<file path="config.mk">
export PLATFORM = sky130hd
export DESIGN_NAME = tile_addr_gen
export DESIGN_NICKNAME = d
export VERILOG_FILES = /design/src/rtl/tile_addr_gen.sv
export SDC_FILE = /design/constraint.sdc
export NUM_CORES = 2
export LEC_CHECK = 0
export CORE_UTILIZATION = 28
export CTS_CLUSTER_DIAMETER = 150
export DETAILED_ROUTE_END_ITERATION = 7
export GPL_TIMING_DRIVEN = 0
export MAX_ROUTING_LAYER = met4
export PLACE_DENSITY_LB_ADDON = 0.2
export SKIP_CTS_REPAIR_TIMING = 1
export SYNTH_ARGS = -nofsm -noshare
export SYNTH_HDL_FRONTEND = slang
export SYNTH_SLANG_ARGS = --single-unit
</file>
<file path="constraint.sdc">
create_clock -name clk -period 10 [get_ports clk]
set_input_delay 2 -clock clk [delete_from_list [all_inputs] [get_ports clk]]
set_output_delay 2 -clock clk [all_outputs]
set_load 0.005 [all_outputs]
</file>
<file path="src/rtl/tile_addr_gen.sv">
// tile_addr_gen: sequences a nest4 tile counter and maps each counter tuple to
// base + sum(cntK*strideK), buffered in a credit-managed show-ahead FIFO.
module tile_addr_gen #(
  parameter int unsigned CW    = 16,
  parameter int unsigned AW    = 32,
  parameter int unsigned DEPTH = 8
) (
  input  logic          clk,
  input  logic          rst,
  input  logic          start,
  input  logic [AW-1:0] base_addr,
  input  logic [AW-1:0] stride0,
  input  logic [AW-1:0] stride1,
  input  logic [AW-1:0] stride2,
  input  logic [AW-1:0] stride3,
  output logic          cnt_ena,
  output logic          cnt_syn_rst,
  input  logic [CW-1:0] cnt0,
  input  logic [CW-1:0] cnt1,
  input  logic [CW-1:0] cnt2,
  input  logic [CW-1:0] cnt3,
  input  logic          cnt_done,
  output logic          out_valid,
  input  logic          out_ready,
  output logic [AW-1:0] out_addr,
  output logic          out_last,
  output logic          busy,
  output logic          sweep_done
);
  localparam int unsigned PW = (DEPTH > 1) ? $clog2(DEPTH) : 1;
  localparam int unsigned NW = $clog2(DEPTH + 1);
  localparam int unsigned SW = NW + 1;

  typedef enum logic [1:0] {IDLE, INIT, ISSUE, DRAIN} state_t;

  state_t        state, state_nxt;
  logic [AW-1:0] base_q;
  logic [AW-1:0] stride_q [4];
  logic          last_seen, ena_q;
  logic          p0_valid, p0_last, p1_valid, p1_last;
  logic [CW-1:0] p0_cnt [4];
  logic [AW-1:0] p1_prod [4];
  logic [AW-1:0] mem [DEPTH];
  logic          mem_last [DEPTH];
  logic [PW-1:0] wr_ptr, rd_ptr;
  logic [NW-1:0] fifo_count, inflight, fifo_count_nxt, inflight_nxt;
  logic          done_in, fifo_wr, fifo_rd, credit_ok, drain_exit;
  logic [AW-1:0] p2_addr;

  function automatic logic [PW-1:0] ptr_inc(input logic [PW-1:0] p);
    return (p == PW'(DEPTH - 1)) ? '0 : p + PW'(1);
  endfunction

  // The last tuple is recognised combinationally so no extra ena follows it.
  assign done_in        = (state == ISSUE) && ena_q && cnt_done;
  assign credit_ok      = (SW'(fifo_count) + SW'(inflight)) < SW'(DEPTH);
  assign cnt_ena        = (state == ISSUE) && !last_seen && !done_in && credit_ok;
  assign fifo_wr        = p1_valid;
  assign out_valid      = (fifo_count != '0);
  assign fifo_rd        = out_valid && out_ready;
  assign out_addr       = mem[rd_ptr];
  assign out_last       = mem_last[rd_ptr];
  assign fifo_count_nxt = fifo_count + NW'(fifo_wr) - NW'(fifo_rd);
  assign inflight_nxt   = inflight + NW'(cnt_ena) - NW'(fifo_wr);
  assign p2_addr        = base_q + p1_prod[0] + p1_prod[1] + p1_prod[2] + p1_prod[3];

  // Next-state logic
  always_comb begin
    state_nxt  = state;
    drain_exit = 1'b0;
    case (state)
      IDLE:    if (start) state_nxt = INIT;
      INIT:    state_nxt = ISSUE;
      ISSUE:   if (done_in) state_nxt = DRAIN;
      DRAIN: begin
        if (inflight == '0 && fifo_count_nxt == '0) begin
          drain_exit = 1'b1;
          state_nxt  = IDLE;
        end
      end
      default: state_nxt = IDLE;
    endcase
  end

  // Control, pipeline valids and FIFO storage
  always_ff @(posedge clk) begin
    if (rst) begin
      state       <= IDLE;
      cnt_syn_rst <= 1'b0;
      busy        <= 1'b0;
      sweep_done  <= 1'b0;
      last_seen   <= 1'b0;
      ena_q       <= 1'b0;
      p0_valid    <= 1'b0;
      p0_last     <= 1'b0;
      p1_valid    <= 1'b0;
      p1_last     <= 1'b0;
      wr_ptr      <= '0;
      rd_ptr      <= '0;
      fifo_count  <= '0;
      inflight    <= '0;
      for (int i = 0; i < int'(DEPTH); i++) begin
        mem[i]      <= '0;
        mem_last[i] <= 1'b0;
      end
    end else begin
      state       <= state_nxt;
      cnt_syn_rst <= (state_nxt == INIT);
      busy        <= (state_nxt != IDLE);
      sweep_done  <= drain_exit;
      if (state == INIT)  last_seen <= 1'b0;
      else if (done_in)   last_seen <= 1'b1;
      ena_q       <= cnt_ena;
      p0_valid    <= ena_q;
      p0_last     <= done_in;
      p1_valid    <= p0_valid;
      p1_last     <= p0_last;
      if (fifo_wr) begin
        mem[wr_ptr]      <= p2_addr;
        mem_last[wr_ptr] <= p1_last;
        wr_ptr           <= ptr_inc(wr_ptr);
      end
      if (fifo_rd) rd_ptr <= ptr_inc(rd_ptr);
      fifo_count  <= fifo_count_nxt;
      inflight    <= inflight_nxt;
    end
  end

  // Datapath registers; contents are qualified by the valids above
  always_ff @(posedge clk) begin
    if (state == IDLE && start) begin
      base_q      <= base_addr;
      stride_q[0] <= stride0;
      stride_q[1] <= stride1;
      stride_q[2] <= stride2;
      stride_q[3] <= stride3;
    end
    p0_cnt[0] <= cnt0;
    p0_cnt[1] <= cnt1;
    p0_cnt[2] <= cnt2;
    p0_cnt[3] <= cnt3;
    for (int k = 0; k < 4; k++) begin
      p1_prod[k] <= AW'(p0_cnt[k]) * stride_q[k];
    end
  end

  // Credits must make a push into a full FIFO without a pop impossible.
  assert property (@(posedge clk) disable iff (rst)
    !(fifo_wr && !fifo_rd && fifo_count == NW'(DEPTH)));

endmodule

</file>
==> flow_metrics.env <==
export IMPL_outcome="finished, final reports clean"
export IMPL_finalSetupTns_ns=0
export IMPL_arrival_ns=8.52
export IMPL_gp_congestion=0.899
export IMPL_critPathMaxStageDelay_ns=0.66
export IMPL_ys_warnings_count=0
export IMPL_drive_gt1_share_pct=4.26
export IMPL_nets=9013
export IMPL_critPathTopFamily="adder cells"
export IMPL_synth_seq_cells=644
export IMPL_reg2reg_from="p0_cnt[0][4]$_DFF_P_"
export IMPL_die_x_um=503
export IMPL_die_area_um2=253000
export IMPL_cp_slowest_cell="clkbuf_1"
export IMPL_utilization_pct=32.2
export IMPL_dp_hpwl_um=177000
export IMPL_setup_viol=0
export IMPL_synth_simple_area_share_pct=14.2
export IMPL_maxCapViolCount=0
export IMPL_track_usage_pct=18.0
export IMPL_path_buf_inv=6
export IMPL_grt_pass1_wl_um=327000
export IMPL_critical_path_top_cell_by_count="fa_1"
export IMPL_m1WireLength_um=96900
export IMPL_grt_pass1_vias=51500
export IMPL_grt_ovfl_total=0
export IMPL_ff2ff_setup_slack_ns=2.05
export IMPL_muxShareOfSynthArea_pct=2.72
export IMPL_met3WireLength_um=10700
export IMPL_die_y_um=503
export IMPL_wl_met2_um=100000
export IMPL_core_area_um2=249000
export IMPL_worstSetupEndpointType="flip-flop"
export IMPL_yosysUniqueCellTypes=81
export IMPL_io_buffers=265
export IMPL_whs_endpoint="fifo_wr$_SDFF_PP0_"
export IMPL_post_drt_wl_per_cell_um=20.5
export IMPL_ctsHtreeMaxLevel=3
export IMPL_fin_skew_ns=0.0474
export IMPL_cp_start_kind="flip-flop"
export IMPL_area_growth_pct=14.4
export IMPL_cts_tree="built"
export IMPL_initial_core_util_pct=28.2
export IMPL_critical_path_class="flip-flop to flip-flop"
export IMPL_hold_class="flip-flop to flip-flop"
export IMPL_finalCriticalPeriod_ns=7.95
export IMPL_synthXorXnorAreaFrac_pct=3.27
export IMPL_ant_nets=0
export IMPL_netlist_instances=6803
export IMPL_grt_max_degree=68
export IMPL_remaining_drc_errors=0
export IMPL_antenna_found_initial=8
export IMPL_maxSlewHeadroom_pct=14.1
export IMPL_tightest_slew_ns=1.28
export IMPL_place_inst=10400
export IMPL_fmax_mhz=126
export IMPL_cts_sinks=644
export IMPL_first_pass_iters=7
export IMPL_worstPathMaxFanout=10
export IMPL_synth_adder_area_share_pct=42.9
export IMPL_cp_required_ns=10.58
export IMPL_synth_top_family_by_area="adder cells"
export IMPL_instances_no_fill=10600
export IMPL_drt_iter0_markers=3212
export IMPL_netlist_area_um2=70200
export IMPL_cts_clk_slew_worst_paths_ns=0.07
export IMPL_rsz0062_at_grt="false"
export IMPL_syn_num_nets=8651
export IMPL_hold_viol=0
export IMPL_slew_violations=0
export IMPL_synthArstFlopShare_pct=0
export IMPL_hold_path_startpoint="p0_valid$_SDFF_PP0_"
export IMPL_rows=183
export IMPL_synth_compound_area_share_pct=3.54
export IMPL_reg2regPathDepth=22
export IMPL_clock_latency_ns=0.73
export IMPL_top_layer_used="met4"
export IMPL_r2r_end="p1_prod[0][30]$_DFF_P_"
export IMPL_cts_root_buf="clkbuf_16"
export IMPL_wl_um=216000
export IMPL_synth_flop_cell="edfxtp_1"
export IMPL_hold_depth=1
export IMPL_synth_edf_count=424
export IMPL_cts_made_buffers=85
export IMPL_cp_cell_sequence="clkbuf_1 > clkbuf_1 > and2_1 > fa_1 > inv_1 > fa_1 > fa_1 > inv_1 > fa_1 > fa_1 > inv_1 > fa_1 > inv_1 > ha_1 > and4_1 > and3_1 > a21oi_1 > o21ai_0 > o21ai_0 > o21ai_0 > a221oi_1 > xnor2_1"
export IMPL_io_pins=267
export IMPL_avgViaCountPerCell=4.48
export IMPL_fin_crit_sh_pct=79.5
export IMPL_cts_max_path_buffers=3
export IMPL_yosysSeqAreaShare_pct=24.4
export IMPL_vias=47300
export IMPL_syn_avg_cell_area_um2=10.3
-- layer usage --
metal	vias up	track usage, %
met5	-	-
met3	266	2.22
met1	24500	23.7
li1	21300	-
met2	1241	28.4
met4	0	6.65
-- final cells by class --
class	count	area, um^2
fillers	25800	169000
multi-input cells	4492	46800
flip-flops and latches	644	17100
inverters	1364	5130
well taps	3330	4170
repair buffers	275	2890
clock buffers	107	2360
plain buffers	303	1140
clock inverters	52	601
diodes	9	22.5
-- per-stage QoR --
stage          worst slack (ns)  hold slack, ns  instance area (um^2)
2_1_floorplan              4.02           0.414                 70200
3_3_place_gp               1.07           0.423                 77000
3_5_place_dp               2.04           0.434                 77200
4_1_cts                    1.97           0.453                 80200
5_1_grt                    1.66           0.475                 80200
6_report                   2.05           0.449                 80200
-- cell usage after synthesis, drive strengths merged (57+ instances only) --
master | number | area share, %
o21ai | 57 | 0.41
xor2 | 71 | 0.96
inv | 1364 | 7.3
dfxtp | 220 | 6.3
ha | 309 | 5.5
and2 | 610 | 5.4
clkbuf | 286 | 1.5
a21oi | 114 | 0.83
xnor2 | 184 | 2.3
mux4 | 66 | 2.1
nor2 | 313 | 1.7
edfxtp | 424 | 18
fa | 1310 | 37
nand2 | 1045 | 5.6
-- layout by cell type, fill, tap and decap left out, types with 9 or more instances in the layout --
cell type / instances
inv_1: 1363
fa_1: 1310
nand2_1: 1045
and2_1: 610
edfxtp_1: 424
nor2_1: 313
ha_1: 309
clkbuf_1: 295
clkdlybuf4s50_1: 265
dfxtp_1: 220
xnor2_1: 183
a21oi_1: 110
clkbuf_16: 87
mux4_2: 66
xor2_1: 64
o21ai_0: 51
nand3_1: 51
a21o_1: 50
mux2_2: 33
nor3_1: 23
nor2b_1: 23
nand2b_1: 22
o21a_1: 21
o21bai_1: 20
and3_1: 17
a211oi_1: 16
buf_1: 14
clkinv_2: 13
o31ai_1: 11
a31oi_1: 11
clkbuf_8: 11
nand4_1: 10
diode_2: 9
-- cell families after synthesis --
group,after synthesis
AND/OR/NAND/NOR,2148
flip-flops,644
AO/OA/AOI/OAI,366
multiplexers,104
adder cells (fa/ha/maj),1619
buffers and inverters,1667
XOR/XNOR,255
-- worst max path at each step --
stage	endpoint	slack, ns	from	cells after the start
floorplan	p1_prod[3][25]$_DFF_P_	4.02	p0_cnt[3][3]$_DFF_P_	20
global placement	stride_q[1][9]$_DFFE_PP_	1.07	start	3
detailed placement	p1_prod[0][30]$_DFF_P_	2.04	p0_cnt[0][4]$_DFF_P_	22
CTS	p1_prod[0][30]$_DFF_P_	1.97	p0_cnt[0][4]$_DFF_P_	22
global route	p1_prod[0][30]$_DFF_P_	1.66	p0_cnt[0][4]$_DFF_P_	23
finish	p1_prod[0][30]$_DFF_P_	2.05	p0_cnt[0][4]$_DFF_P_	22
-- sequential cells by signal (all words and copies together), names as in the netlist, named ones only --
signal and count:
rd_ptr 3, busy 1, mem 256, p0_last 1, cnt_syn_rst 1, fifo_wr 1, base_q 32, fifo_count 4
stride_q 128, inflight 4, state 2, last_seen 1, ena_q 1, p1_prod 128, p0_cnt 64, wr_ptr 3
mem_last 8, p1_last 1, sweep_done 1, p0_valid 1
Power is left out: the tool's default activity adds up to more than one toggle a clock period on the data nets, which glitch-free logic cannot reach.
